==> config.mk <==
export PLATFORM = sky130hd
export DESIGN_NAME = pos_read_scheduler_flat
export DESIGN_NICKNAME = d
export VERILOG_FILES = /design/src/rtl/md_sched_pkg.sv /design/src/rtl/pos_read_scheduler_if.sv /design/src/rtl/sweep_addr_counter.sv /design/src/rtl/pos_read_scheduler.sv /design/src/flat_wrapper.sv
export SDC_FILE = /design/constraint.sdc
export NUM_CORES = 1
export LEC_CHECK = 0
export CAP_MARGIN = 20
export CORE_UTILIZATION = 30
export CTS_CLUSTER_DIAMETER = 60
export CTS_CLUSTER_SIZE = 25
export DETAILED_ROUTE_END_ITERATION = 10
export HOLD_SLACK_MARGIN = 0.1
export PLACE_DENSITY_LB_ADDON = 0.05
export SYNTH_ARGS = -nofsm -noshare
export SYNTH_HDL_FRONTEND = slang
export SYNTH_HIERARCHICAL = 1
export SYNTH_SLANG_ARGS = --single-unit
export TNS_END_PERCENT = 1
==> constraint.sdc <==
create_clock -name clk -period 4.4 [get_ports clk]
set_input_delay 0.88 -clock clk [delete_from_list [all_inputs] [get_ports clk]]
set_output_delay 0.88 -clock clk [all_outputs]
set_load 0.05 [all_outputs]
==> src/rtl/md_sched_pkg.sv <==
// Shared types and constants for the MD position-read scheduling logic.
package md_sched_pkg;

    typedef enum logic [2:0] {
        IDLE,
        RD_NUM,
        WAIT_NUM,
        SWEEP,
        FINISH
    } sched_state_t;

    // Address 0 of every cell holds the particle count; particles start here.
    localparam int unsigned PARTICLE_ADDR_BASE = 1;

endpackage

==> src/rtl/pos_read_scheduler_if.sv <==
// Control bus between pos_read_scheduler (master) and pos_data_preprocessor (slave).
interface pos_read_scheduler_if #(
    parameter int unsigned PARTICLE_ID_WIDTH = 7,
    parameter int unsigned NUM_FILTER        = 7
);

    logic                         start;
    logic                         pause_req;
    logic [PARTICLE_ID_WIDTH-1:0] ref_particle_count;
    logic [PARTICLE_ID_WIDTH-1:0] home_particle_count;
    logic [NUM_FILTER-1:0]        reading_done;

    logic                         phase;
    logic [PARTICLE_ID_WIDTH-1:0] ref_id;
    logic [PARTICLE_ID_WIDTH-1:0] particle_id;
    logic                         reading_particle_num;
    logic                         pause_reading;
    logic                         busy;
    logic                         done;

    modport master (
        input  start,
        input  pause_req,
        input  ref_particle_count,
        input  home_particle_count,
        input  reading_done,
        output phase,
        output ref_id,
        output particle_id,
        output reading_particle_num,
        output pause_reading,
        output busy,
        output done
    );

    modport slave (
        output start,
        output pause_req,
        output ref_particle_count,
        output home_particle_count,
        output reading_done,
        input  phase,
        input  ref_id,
        input  particle_id,
        input  reading_particle_num,
        input  pause_reading,
        input  busy,
        input  done
    );

endinterface

==> src/rtl/sweep_addr_counter.sv <==
// Nested particle_id / phase / ref_id address counter for the sweep.
// particle_id runs fastest, then phase, then ref_id. Outputs are the registers.
module sweep_addr_counter
    import md_sched_pkg::*;
#(
    parameter int unsigned WIDTH = 7
) (
    input  logic             clk,
    input  logic             rst,
    input  logic             clear,
    input  logic             load,
    input  logic             run,
    input  logic             hold,
    input  logic [WIDTH-1:0] home_cnt,
    input  logic [WIDTH-1:0] ref_cnt,
    output logic             phase,
    output logic [WIDTH-1:0] ref_id,
    output logic [WIDTH-1:0] particle_id,
    output logic             phase_end,
    output logic             wrap_last
);

    localparam logic [WIDTH-1:0] ADDR_BASE = WIDTH'(PARTICLE_ADDR_BASE);

    // Boundary flags: end of a phase-1 pass, and end of the whole sweep.
    // Equality checks keep ref_cnt at the maximum value from wrapping.
    always_comb begin
        phase_end = phase && (particle_id == home_cnt);
        wrap_last = phase_end && (ref_id == ref_cnt);
    end

    // Address registers: clear wins over load, load over a normal step.
    always_ff @(posedge clk or posedge rst) begin
        if (rst) begin
            phase       <= 1'b0;
            ref_id      <= '0;
            particle_id <= '0;
        end else if (clear) begin
            phase       <= 1'b0;
            ref_id      <= '0;
            particle_id <= '0;
        end else if (load) begin
            phase       <= 1'b0;
            ref_id      <= ADDR_BASE;
            particle_id <= ADDR_BASE;
        end else if (run && !hold) begin
            if (particle_id < home_cnt) begin
                particle_id <= particle_id + 1'b1;
            end else begin
                particle_id <= ADDR_BASE;
                phase       <= ~phase;
                if (phase) begin
                    ref_id <= ref_id + 1'b1;
                end
            end
        end
    end

endmodule

==> src/rtl/pos_read_scheduler.sv <==
// Sequencer driving pos_data_preprocessor: count read, then the full
// ref_id x phase x particle_id sweep. All outputs are registered.
// Optional feature: define POS_READ_SCHED_PERF_EN to add saturating
// sweep_cycles / pause_cycles activity counters.
module pos_read_scheduler
    import md_sched_pkg::*;
#(
    parameter int unsigned PARTICLE_ID_WIDTH = 7,
    parameter int unsigned NUM_FILTER        = 7,
    parameter int unsigned COUNT_LAT         = 2
) (
    input  logic        clk,
    input  logic        rst,
`ifdef POS_READ_SCHED_PERF_EN
    output logic [31:0] sweep_cycles,
    output logic [31:0] pause_cycles,
`endif
    pos_read_scheduler_if.master bus
);

    localparam int unsigned WAIT_W = (COUNT_LAT > 1) ? $clog2(COUNT_LAT) : 1;
    localparam logic [WAIT_W-1:0] WAIT_LAST = WAIT_W'(COUNT_LAT - 1);

    sched_state_t                 state_q;
    logic [WAIT_W-1:0]            wait_q;
    logic [PARTICLE_ID_WIDTH-1:0] ref_cnt_q;
    logic [PARTICLE_ID_WIDTH-1:0] home_cnt_q;
    logic                         rd_num_q;
    logic                         pause_q;
    logic                         busy_q;
    logic                         done_q;

    logic [NUM_FILTER-1:0]        rd_done;
    logic                         wait_last;
    logic                         counts_zero;
    logic                         sweep_end;
    logic                         ctr_load;
    logic                         ctr_run;
    logic                         phase_end;
    logic                         wrap_last;
    logic                         ctr_phase;
    logic [PARTICLE_ID_WIDTH-1:0] ctr_ref_id;
    logic [PARTICLE_ID_WIDTH-1:0] ctr_particle_id;

    assign rd_done = bus.reading_done;

    // Sweep control: only an unpaused cycle may step or end the sweep.
    always_comb begin
        wait_last   = (wait_q == WAIT_LAST);
        counts_zero = (bus.ref_particle_count == '0) || (bus.home_particle_count == '0);
        ctr_load    = (state_q == WAIT_NUM) && wait_last && !counts_zero;
        sweep_end   = (state_q == SWEEP) && !pause_q && (wrap_last || (phase_end && (&rd_done)));
        ctr_run     = (state_q == SWEEP) && !sweep_end;
    end

    sweep_addr_counter #(
        .WIDTH (PARTICLE_ID_WIDTH)
    ) u_addr (
        .clk         (clk),
        .rst         (rst),
        .clear       (sweep_end),
        .load        (ctr_load),
        .run         (ctr_run),
        .hold        (pause_q),
        .home_cnt    (home_cnt_q),
        .ref_cnt     (ref_cnt_q),
        .phase       (ctr_phase),
        .ref_id      (ctr_ref_id),
        .particle_id (ctr_particle_id),
        .phase_end   (phase_end),
        .wrap_last   (wrap_last)
    );

    // Main FSM with registered status outputs.
    always_ff @(posedge clk or posedge rst) begin
        if (rst) begin
            state_q    <= IDLE;
            wait_q     <= '0;
            ref_cnt_q  <= '0;
            home_cnt_q <= '0;
            rd_num_q   <= 1'b0;
            pause_q    <= 1'b0;
            busy_q     <= 1'b0;
            done_q     <= 1'b0;
        end else begin
            case (state_q)
                IDLE: begin
                    if (bus.start) begin
                        state_q  <= RD_NUM;
                        rd_num_q <= 1'b1;
                        busy_q   <= 1'b1;
                    end
                end
                RD_NUM: begin
                    state_q  <= WAIT_NUM;
                    rd_num_q <= 1'b0;
                    wait_q   <= '0;
                end
                WAIT_NUM: begin
                    if (wait_last) begin
                        ref_cnt_q  <= bus.ref_particle_count;
                        home_cnt_q <= bus.home_particle_count;
                        if (counts_zero) begin
                            state_q <= FINISH;
                            done_q  <= 1'b1;
                        end else begin
                            state_q <= SWEEP;
                        end
                    end else begin
                        wait_q <= wait_q + 1'b1;
                    end
                end
                SWEEP: begin
                    if (sweep_end) begin
                        state_q <= FINISH;
                        done_q  <= 1'b1;
                        pause_q <= 1'b0;
                    end else begin
                        pause_q <= bus.pause_req;
                    end
                end
                FINISH: begin
                    state_q <= IDLE;
                    done_q  <= 1'b0;
                    busy_q  <= 1'b0;
                end
                default: begin
                    state_q  <= IDLE;
                    rd_num_q <= 1'b0;
                    pause_q  <= 1'b0;
                    busy_q   <= 1'b0;
                    done_q   <= 1'b0;
                end
            endcase
        end
    end

`ifdef POS_READ_SCHED_PERF_EN
    // Saturating activity counters, cleared by an accepted start.
    always_ff @(posedge clk or posedge rst) begin
        if (rst) begin
            sweep_cycles <= '0;
            pause_cycles <= '0;
        end else if ((state_q == IDLE) && bus.start) begin
            sweep_cycles <= '0;
            pause_cycles <= '0;
        end else if (state_q == SWEEP) begin
            if (sweep_cycles != '1) begin
                sweep_cycles <= sweep_cycles + 1'b1;
            end
            if (pause_q && (pause_cycles != '1)) begin
                pause_cycles <= pause_cycles + 1'b1;
            end
        end
    end
`endif

    assign bus.phase                = ctr_phase;
    assign bus.ref_id               = ctr_ref_id;
    assign bus.particle_id          = ctr_particle_id;
    assign bus.reading_particle_num = rd_num_q;
    assign bus.pause_reading        = pause_q;
    assign bus.busy                 = busy_q;
    assign bus.done                 = done_q;

endmodule

==> src/flat_wrapper.sv <==
// flat-port wrapper written by rule: the top's interface ports become plain ports
module pos_read_scheduler_flat import md_sched_pkg::*;
#(
    parameter int unsigned PARTICLE_ID_WIDTH = 7,
    parameter int unsigned NUM_FILTER        = 7,
    parameter int unsigned COUNT_LAT         = 2
)
  (clk, rst, bus_start, bus_pause_req, bus_ref_particle_count, bus_home_particle_count, bus_reading_done, bus_phase, bus_ref_id, bus_particle_id, bus_reading_particle_num, bus_pause_reading, bus_busy, bus_done);
  pos_read_scheduler_if #(.PARTICLE_ID_WIDTH(PARTICLE_ID_WIDTH), .NUM_FILTER(NUM_FILTER)) bus_i ();
  input  logic clk;
  input  logic rst;
  input wire logic [$bits(bus_i.start)-1:0] bus_start;
  input wire logic [$bits(bus_i.pause_req)-1:0] bus_pause_req;
  input wire logic [$bits(bus_i.ref_particle_count)-1:0] bus_ref_particle_count;
  input wire logic [$bits(bus_i.home_particle_count)-1:0] bus_home_particle_count;
  input wire logic [$bits(bus_i.reading_done)-1:0] bus_reading_done;
  output wire logic [$bits(bus_i.phase)-1:0] bus_phase;
  output wire logic [$bits(bus_i.ref_id)-1:0] bus_ref_id;
  output wire logic [$bits(bus_i.particle_id)-1:0] bus_particle_id;
  output wire logic [$bits(bus_i.reading_particle_num)-1:0] bus_reading_particle_num;
  output wire logic [$bits(bus_i.pause_reading)-1:0] bus_pause_reading;
  output wire logic [$bits(bus_i.busy)-1:0] bus_busy;
  output wire logic [$bits(bus_i.done)-1:0] bus_done;
  assign bus_i.start = bus_start;
  assign bus_i.pause_req = bus_pause_req;
  assign bus_i.ref_particle_count = bus_ref_particle_count;
  assign bus_i.home_particle_count = bus_home_particle_count;
  assign bus_i.reading_done = bus_reading_done;
  assign bus_phase = bus_i.phase;
  assign bus_ref_id = bus_i.ref_id;
  assign bus_particle_id = bus_i.particle_id;
  assign bus_reading_particle_num = bus_i.reading_particle_num;
  assign bus_pause_reading = bus_i.pause_reading;
  assign bus_busy = bus_i.busy;
  assign bus_done = bus_i.done;
  pos_read_scheduler #(.PARTICLE_ID_WIDTH(PARTICLE_ID_WIDTH), .NUM_FILTER(NUM_FILTER), .COUNT_LAT(COUNT_LAT)) u_core (.clk(clk), .rst(rst), .bus(bus_i));
endmodule
After elaboration in Yosys (flattened, before gate mapping)
Cells that the tools add are included.
- logic and storage cells: 91
- input bits: 25
- bits in registers: 37
- bitwise operators: 4
- $add $sub $neg: 3
- reduce and logical (&&, ||, !) cells: 32
- mux-type cells: 29
- eq/ne operators: 11
- magnitude comparators: 1
- operators with widths (kind ; count):
    7-bit 2-to-1 mux ; 9
    7-bit by 1-bit adder with 7-bit output (second input constant) ; 2
    7-bit == test ; 2
    7-bit logical NOT ; 2
    3-bit 2-to-1 mux ; 4
    3-bit one-hot mux with 4 select lines ; 1
    1-bit 2-to-1 mux ; 10
    1-bit logical AND ; 9
    1-bit one-hot mux with 2 select lines ; 4
    2-bit AND reduction ; 4
    7-bit < comparator ; 1
    7-bit AND reduction ; 1
    3-bit by 2-bit == test with 1-bit output (second input constant) ; 2
    2-bit by 1-bit inequality test with 1-bit output (second input constant) ; 3
    3-bit AND reduction ; 2
    3-bit nonzero test ; 2
    3-bit OR reduction ; 2
    1-bit inverter ; 4
    4-bit AND reduction ; 1
    4-bit OR reduction ; 1
    3-bit by 1-bit == test with 1-bit output (second input constant) ; 1
    3-bit == test (second input constant) ; 1
    1-bit logical NOT ; 3
    3-bit logical NOT ; 1
    other kinds (7) ; 8

Depth between registers and ports, before layout
Gate-level depths: netlist of run 1.
- word-level depth: 11
- mapped depth: 14
- mapped depth without buffers: 13

Hierarchy
Netlist of run 1, hierarchy kept.
- by module, submodules not included (module ; seq. area each (um^2) ; area each (um^2) ; times used ; cells an instance):
    sweep_addr_counter ; 375.4 ; 1063.5 ; 1 ; 120
    pos_read_scheduler ; 550.5 ; 996.0 ; 1 ; 85

Worst setup path before layout of run 1
OpenSTA, ideal clock, no wires.
- path type: register -> register
- from: register u_core.u_addr.particle_id[6]
- to: register u_core.u_addr.particle_id[3]
- setup slack: 1.269 ns
- path buffers: 1
- arrival: 3.037 ns
- cell stages (with the launch flop): 13
- path through: dfrtp_1 -> ha_1 -> nand4_2 -> nor2_1 -> nand2_1 -> nor4_1 -> o21bai_1 -> nor3b_1 -> or2_2 -> buf_2 -> o21ai_1 -> or3_1 -> a211oi_1
- cells in the longest elaborated chain, start to end: 9
- elaborated cells between the ends (all ways): 15
- ends and longest elaborated chain (element ; line ; RTL):
    start, declared ; sweep_addr_counter.sv:18 ; output logic [WIDTH-1:0] particle_id,
    start signal, assigned ; sweep_addr_counter.sv:48 ; particle_id <= particle_id + 1'b1;
    7-bit == test * ; sweep_addr_counter.sv:28 ; phase_end = phase && (particle_id == home_cnt);
    1-bit logical AND * ; sweep_addr_counter.sv:28 ;
    named net u_core.phase_end ; pos_read_scheduler.sv:39 ; logic phase_end;
    1-bit logical AND * ; sweep_addr_counter.sv:29 ; wrap_last = phase_end && (ref_id == ref_cnt);
    named net u_core.wrap_last ; pos_read_scheduler.sv:40 ; logic wrap_last;
    1-bit logical OR * ; pos_read_scheduler.sv:52 ; sweep_end = (state_q == SWEEP) && !pause_q && (wrap_last || (phase_end && (&rd_done)));
    1-bit logical AND * ; pos_read_scheduler.sv:52 ;
    named net u_core.sweep_end ; pos_read_scheduler.sv:36 ; logic sweep_end;
    1-bit logical NOT ; pos_read_scheduler.sv:53 ; ctr_run = (state_q == SWEEP) && !sweep_end;
    1-bit logical AND ; pos_read_scheduler.sv:53 ;
    1-bit logical AND ; sweep_addr_counter.sv:46 ; end else if (run && !hold) begin
    3-bit nonzero test (no source line) ; n/a ;
Mark *: on every way through the listed nets, which the timed path passes. The rest lies on a longest branch. The select of a mux whose other input is x is not followed.
A chain may end at the register's enable or synchronous reset.

Final worst setup path of run 1
- from: register u_core.u_addr.particle_id[4]
- to: register u_core.u_addr.particle_id[3]
- cells in the longest elaborated chain, start to end: 9
- elaborated cells between the ends (all ways): 15
- ends and longest elaborated chain (element ; line):
    7-bit == test * ; sweep_addr_counter.sv:28
    1-bit logical AND * ; sweep_addr_counter.sv:28
    named net u_core.phase_end ; pos_read_scheduler.sv:39
    1-bit logical AND (on tied branches) ; sweep_addr_counter.sv:29, pos_read_scheduler.sv:52
    1-bit logical OR * ; pos_read_scheduler.sv:52
    1-bit logical AND * ; pos_read_scheduler.sv:52
    named net u_core.sweep_end ; pos_read_scheduler.sv:36
    1-bit logical NOT ; pos_read_scheduler.sv:53
    1-bit logical AND ; pos_read_scheduler.sv:53
    1-bit logical AND ; sweep_addr_counter.sv:46
    3-bit nonzero test (no source line) ; n/a
Marks and branches as above.

==> results.yml, run 1 <==
global_route:
  grt_max_degree: 23
  grt_pass1_wl_um: 8360
  antenna_found_initial: 0
  grt_usage_pct: 15.1
  gr-total-overflow: 0
  grt_pass1_vias: 1628
routing:
  drt-total-wl_um: 4930
  antenna_left: 0
  wl_per_cell_um: 15.2
  dr.pass1.iters: 9
  drc: 5
  vias: 1623
  drt_iter0_drc: 59
  avgViaCountPerCell: 4.99
power_and_ir_drop:
  p_comb_share_pct: 28.8
  vdd_drop_max_mv: 0.150
  powerDensity_nw_per_um2: 356
  p_clk_share_pct: 26.1
  intPower_uw: 598
  net-switching-power_uw: 337
  seq_power_share_pct: 45.1
  swShare_pct: 36.1
  leakagePower_nw: 1.14
floorplanning:
  dieHeight_um: 84.9
  core_area_sq_um: 6490
  dieArea_sq_um: 7200
  initial_core_util_pct: 31.7
  row_count: 29
  die_w_um: 84.9
  ios: 44
logic_synthesis:
  seq_area_frac_synth_pct: 45.0
  synth_edf_count: 0
  yosysMostFrequentCell: "dfrtp_1"
  ys_types: 45
  async_reset_ff_share_pct: 100
  ys_ff_latch: 37
  synthesis.nets: 239
  synthCells: 205
  synth_top_cell_by_area: "dfrtp_1"
  ys.warnings.count: 6
  synth.top_cell.area_share_pct: 45.0
  ys_top_cells_by_area: "dfrtp_1 45%, mux2_2 7.7%, ha_1 5.5%"
  ys.flop_type: "dfrtp_1"
  synth_commonest_cells: "37 x dfrtp_1, 16 x nand2_1, 14 x mux2_2, 13 x inv_1, 13 x o21ai_0"
  netlist_area_sq_um: 2060
  syn_avg_cell_area_sq_um: 10.0
final_layout:
  final_core_util_pct: 40.5
  syn2layout_area_growth_pct: 27.7
  final-seq-area_sq_um: 926
  multi_input_area_sq_um: 1040
  nets: 282
  num_antenna_cells: 0
  fillers: 648
  drive_above_1_share_pct: 12.5
sta:
  max_clock_freq_mhz: 291
  fin_crit_sh_pct: 78.1
  clock_skew_ns: 0.00408
  min_period_ns: 3.44
  setup_violations: 0
  final_hold_viol_count: 0
  layout_setup_ws_ns: 0.962
  report.final.slew_viol_count: 0
  tightest_slew_ns: 0.873
  tns_ns: 0
  rsz0062_at_grt: "false"
  slew_headroom_pct: 41.7
cts:
  cts_hold_buf: 0
  clockBufferDepth: 2
  htreeDepth: 2
  clkSinkCount: 37
  insertion_delay_ns: 0.28
  path_clk_slew_ns: 0.08
  post_cts_buffers: 0
  cts_tree: "built"
  cts_inserted_buffers: 5
  cts_resized: 0
  clock-root-buffer: "clkbuf_8"
critical_path:
  crit_fanout: 10
  required_ns: 4.60
  crit_type: "reg -> reg"
  worstSetupEndpointType: "register"
  reg2reg_depth: 10
  arrival_ns: 3.63
  crit_path_start_kind: "register"
status:
  status: "finished, violations left"
  violations: "DRC"
placed_design:
  port_buffers: 43
  dp_hpwl_um: 3690
  place_ws_ns: 0.740
  gp_congestion: 0.742
hold_path:
  holdPathStages: 2
  hold_path_class: "reg -> reg"
job:
  drv_cap: 0
-- power groups by stage --
stage          combinational, mW  clock, mW  sequential, mW
2_1_floorplan             0.0855          0           0.507
3_3_place_gp               0.270          0           0.431
3_5_place_dp               0.269          0           0.432
4_1_cts                    0.270      0.258           0.425
5_1_grt                    0.293      0.274           0.430
6_report                   0.269      0.244           0.422
-- flip-flops by register name (all words and copies together), names as in the netlist, 3 cells and up --
signal                     cells
u_core/home_cnt_q              7
u_core/ref_cnt_q               7
u_core/state_q                 3
u_core/u_addr/particle_id      7
u_core/u_addr/ref_id           7
-- placed cells by master, fill, tap and decap left out, drive strengths merged, types with 2 or more instances in the layout --
master         count
nand4b             2
inv               13
o31a               2
and2               3
nand2b             2
nor2b              2
clkbuf             6
nor3               8
nand2             16
o21ai             15
or3                4
xor2               8
nand3b             2
nor4               5
ha                 9
xnor2              4
o211ai             2
mux2              14
dfrtp             37
or2                3
clkdlybuf4s50     43
nor2               9
a21oi             12
a211oi             4
nand4              4
nand3              6
o21a               2
nor3b              2
-- per-layer routing --
| layer | wire length (um) | up-vias | global-route usage (%) | part of all wire, % |
|---|---|---|---|---|
| li1 | - | 819 | - | - |
| met2 | 2230 | 48 | 23.1 | 45 |
| met5 | 0 | - | 0 | 0 |
| met1 | 2360 | 751 | 21.6 | 48 |
| met4 | 42 | 0 | 4.47 | 0.85 |
| met3 | 294 | 5 | 3.21 | 6.0 |
-- metrics by stage --
stage | hold WS, ns | instance area, sq um | cells | total power, mW
2_1_floorplan | 0.481 | 2060 | 205 | 0.593
4_1_cts | 0.516 | 2630 | 325 | 0.953
5_1_grt | 0.535 | 2630 | 325 | 0.997
3_3_place_gp | 0.492 | 2540 | 318 | 0.701
3_5_place_dp | 0.497 | 2540 | 318 | 0.701
6_report | 0.504 | 2630 | 325 | 0.935
-- logic make-up after synthesis --
family | after synthesis | share of synthesized area [%]
buf+inv | 20 | 4.62
mux | 14 | 7.65
fa+ha+maj | 9 | 5.47
simple gates | 69 | 18.2
flops | 37 | 45.0
compound gates | 44 | 14.0
xor+xnor | 12 | 5.10
-- final timing paths --
path / start / to / slack (ns)
max: u_core/u_addr/particle_id[4] / u_core/u_addr/particle_id[3] / 0.96
min: u_core/bus.busy / u_core/bus.busy / 0.50
max reg2reg: u_core/u_addr/particle_id[4] / u_core/u_addr/particle_id[3] / 0.96
min reg2reg: u_core/bus.busy / u_core/bus.busy / 0.50
max in group asynchronous: rst / u_core/home_cnt_q[2] / 2.76
min in group asynchronous: rst / u_core/u_addr/ref_id[5] / 1.00
-- worst max-delay path, stage by stage, from the launching register on --
cell      delay [ns]
dfrtp_1         0.45
ha_1            0.35
nand4_2         0.14
nor2_1          0.22
nand4_1         0.13
o21bai_1        0.41
nor3b_1         0.53
or2_2           0.34
o21ai_1         0.18
or3_1           0.37
a211oi_1        0.23
-- area by class of cell --
cell class / count / area share (%)
Clock inverter: 1 / 0.285
Sequential cell: 37 / 35.2
Timing Repair Buffer: 43 / 16.4
Tap cell: 77 / 3.66
Inverter: 13 / 1.86
Clock buffer: 6 / 3.14
Multi-Input combinational cell: 148 / 39.5
No activity file was read; power rests on OpenSTA's default activity.
==> inputs of run 2 (changes only) <==
- clock period: 4.4 -> 3.45 ns (I/O delays scaled with it)
==> run 2 against run 1 <==
Effect of this change:
- the run still ends with DRC left
- register-to-register slack got worse by 0.73 ns
- global-route usage fell by 0.39 points
- highest routed layer unchanged
- wire length fell by 1.1%
- sequential share of layout area fell by 0.50 points
- sequential power rose by 27%
- clock power rose by 19%
==> results.yml, run 2 (same netlist as run 1, synthesis figures left out) <==
status:
  status: "finished, violations left"
  violations: "DRC"
global_route:
  grt_usage_pct: 14.7
  grt_pass1_wl_um: 8190
  grt_pass1_vias: 1595
  gr-total-overflow: 0
  grt_max_degree: 23
  antenna_found_initial: 0
cts:
  cts_inserted_buffers: 5
  post_cts_buffers: 0
  htreeDepth: 2
  clock-root-buffer: "clkbuf_8"
  cts_hold_buf: 0
  cts_resized: 0
  insertion_delay_ns: 0.28
  cts_tree: "built"
  path_clk_slew_ns: 0.07
  clkSinkCount: 37
  clockBufferDepth: 2
routing:
  avgViaCountPerCell: 5.05
  drc: 5
  dr.pass1.iters: 8
  vias: 1675
  antenna_left: 0
  drt_iter0_drc: 71
  drt-total-wl_um: 4880
  wl_per_cell_um: 14.7
sta:
  report.final.slew_viol_count: 0
  slew_headroom_pct: 41.7
  final_hold_viol_count: 0
  fin_crit_sh_pct: 93.3
  clock_skew_ns: 0.00324
  tightest_slew_ns: 0.874
  min_period_ns: 3.22
  rsz0062_at_grt: "false"
  setup_violations: 0
  max_clock_freq_mhz: 311
  tns_ns: 0
power_and_ir_drop:
  power.total_mw: 1.17
  leakagePower_nw: 1.17
  vdd_drop_max_mv: 0.141
  powerDensity_nw_per_um2: 439
placed_design:
  port_buffers: 43
  dp_hpwl_um: 3710
  gp_congestion: 0.743
  placed_cells: 324
hold_path:
  holdPathStages: 2
  min_from: "u_core/bus.busy"
  hold_path_class: "reg -> reg"
final_layout:
  num_antenna_cells: 0
  fillers: 645
  syn2layout_area_growth_pct: 29.5
  drive_above_1_share_pct: 14.5
  layoutNonFillerInstCount: 332
  nets: 288
  final_cell_mix: "43 x clkdlybuf4s50_1, 37 x dfrtp_1, 16 x nand2_1, 14 x mux2_2"
  final_common_cell: "clkdlybuf4s50_1"
critical_path:
  critPathSlowestCell: "dfrtp_1"
  path_buf_inv: 1
  arrival_ns: 3.39
  crit_type: "reg -> reg"
  critPathLaunch: "u_core/u_addr/particle_id[6]"
  reg2reg_from: "u_core/u_addr/particle_id[6]"
  max_stage_delay_ns: 0.43
  crit_fanout: 11
  crit_path_start_kind: "register"
  reg2reg_depth: 13
  required_ns: 3.63
  cp_num_cells: 13
  cp_top_family: "compound AO/OA/AOI/OAI gates"
  worstPathCellList: "ha_1 -> nand4_2 -> nor2_1 -> nand2_1 -> nor4_1 -> o21bai_1 -> buf_4 -> a21oi_1 -> nand2b_1 -> o22ai_1 -> o21ai_2 -> o31a_2 -> o21a_1"
  r2r_slack_ns: 0.23
  worstSetupEndpointType: "register"
job:
  drv_cap: 0
floorplanning:
  initial_core_util_pct: 31.7
  ios: 44
  row_count: 29
  core_area_sq_um: 6490
  dieHeight_um: 84.9
  die_w_um: 84.9
  dieArea_sq_um: 7200
==> run 2: cell count changes in the layout (fill, tap and decap cells not counted), sizes merged <==
cell / delta
buf: +6
clkinv: +2
clkinvlp: -1
==> run 2: stage by stage <==
step	hold WS (ns)	setup slack [ns]	cell area, sq um	utilization [%]
2_1_floorplan	0.481	0.319	2060	-
3_3_place_gp	0.495	0.162	2580	39.8
3_5_place_dp	0.496	0.102	2580	39.8
4_1_cts	0.517	0.228	2670	41.1
5_1_grt	0.538	0.0742	2670	41.1
6_report	0.507	0.233	2670	41.1
==> run 2: worst min-delay path: stages, from the launching register on <==
cell and delay, ns:
dfrtp_1 0.35, a21oi_1 0.04, nor2_1 0.08
==> run 2: worst paths after layout <==
path | end
worst max-delay path | u_core/u_addr/ref_id[6]
worst min-delay path | u_core/bus.busy
worst max register to register | u_core/u_addr/ref_id[6]
worst min register to register | u_core/bus.busy
max in group asynchronous | u_core/bus.done
min in group asynchronous | u_core/u_addr/ref_id[5]
==> run 2: power breakdown <==
part / internal (mW) / switching [mW]
registers: 0.468 / 0.0699
logic: 0.137 / 0.205
clock network: 0.140 / 0.150
total: 0.745 / 0.425
==> run 2: layout make-up <==
cell class / count / area, sq um / share of cell area [%]
multi-input cells: 148 / 1040 / 38.9
clock inverters: 2 / 10.0 / 0.375
clock buffers: 6 / 72.6 / 2.72
well taps: 77 / 96.3 / 3.61
flip-flops and latches: 37 / 926 / 34.7
inverters: 13 / 48.8 / 1.83
repair buffers: 49 / 475 / 17.8
==> run 2: routing by layer <==
layer / vias up / wire [um] / share of wire [%] / global-route usage [%]
li1: 830 / - / - / -
met1: 794 / 2420 / 50 / 20.6
met2: 46 / 2170 / 44 / 23.1
met3: 5 / 233 / 4.8 / 2.63
met4: 0 / 51 / 1.0 / 5.08
met5: - / 0 / 0 / 0
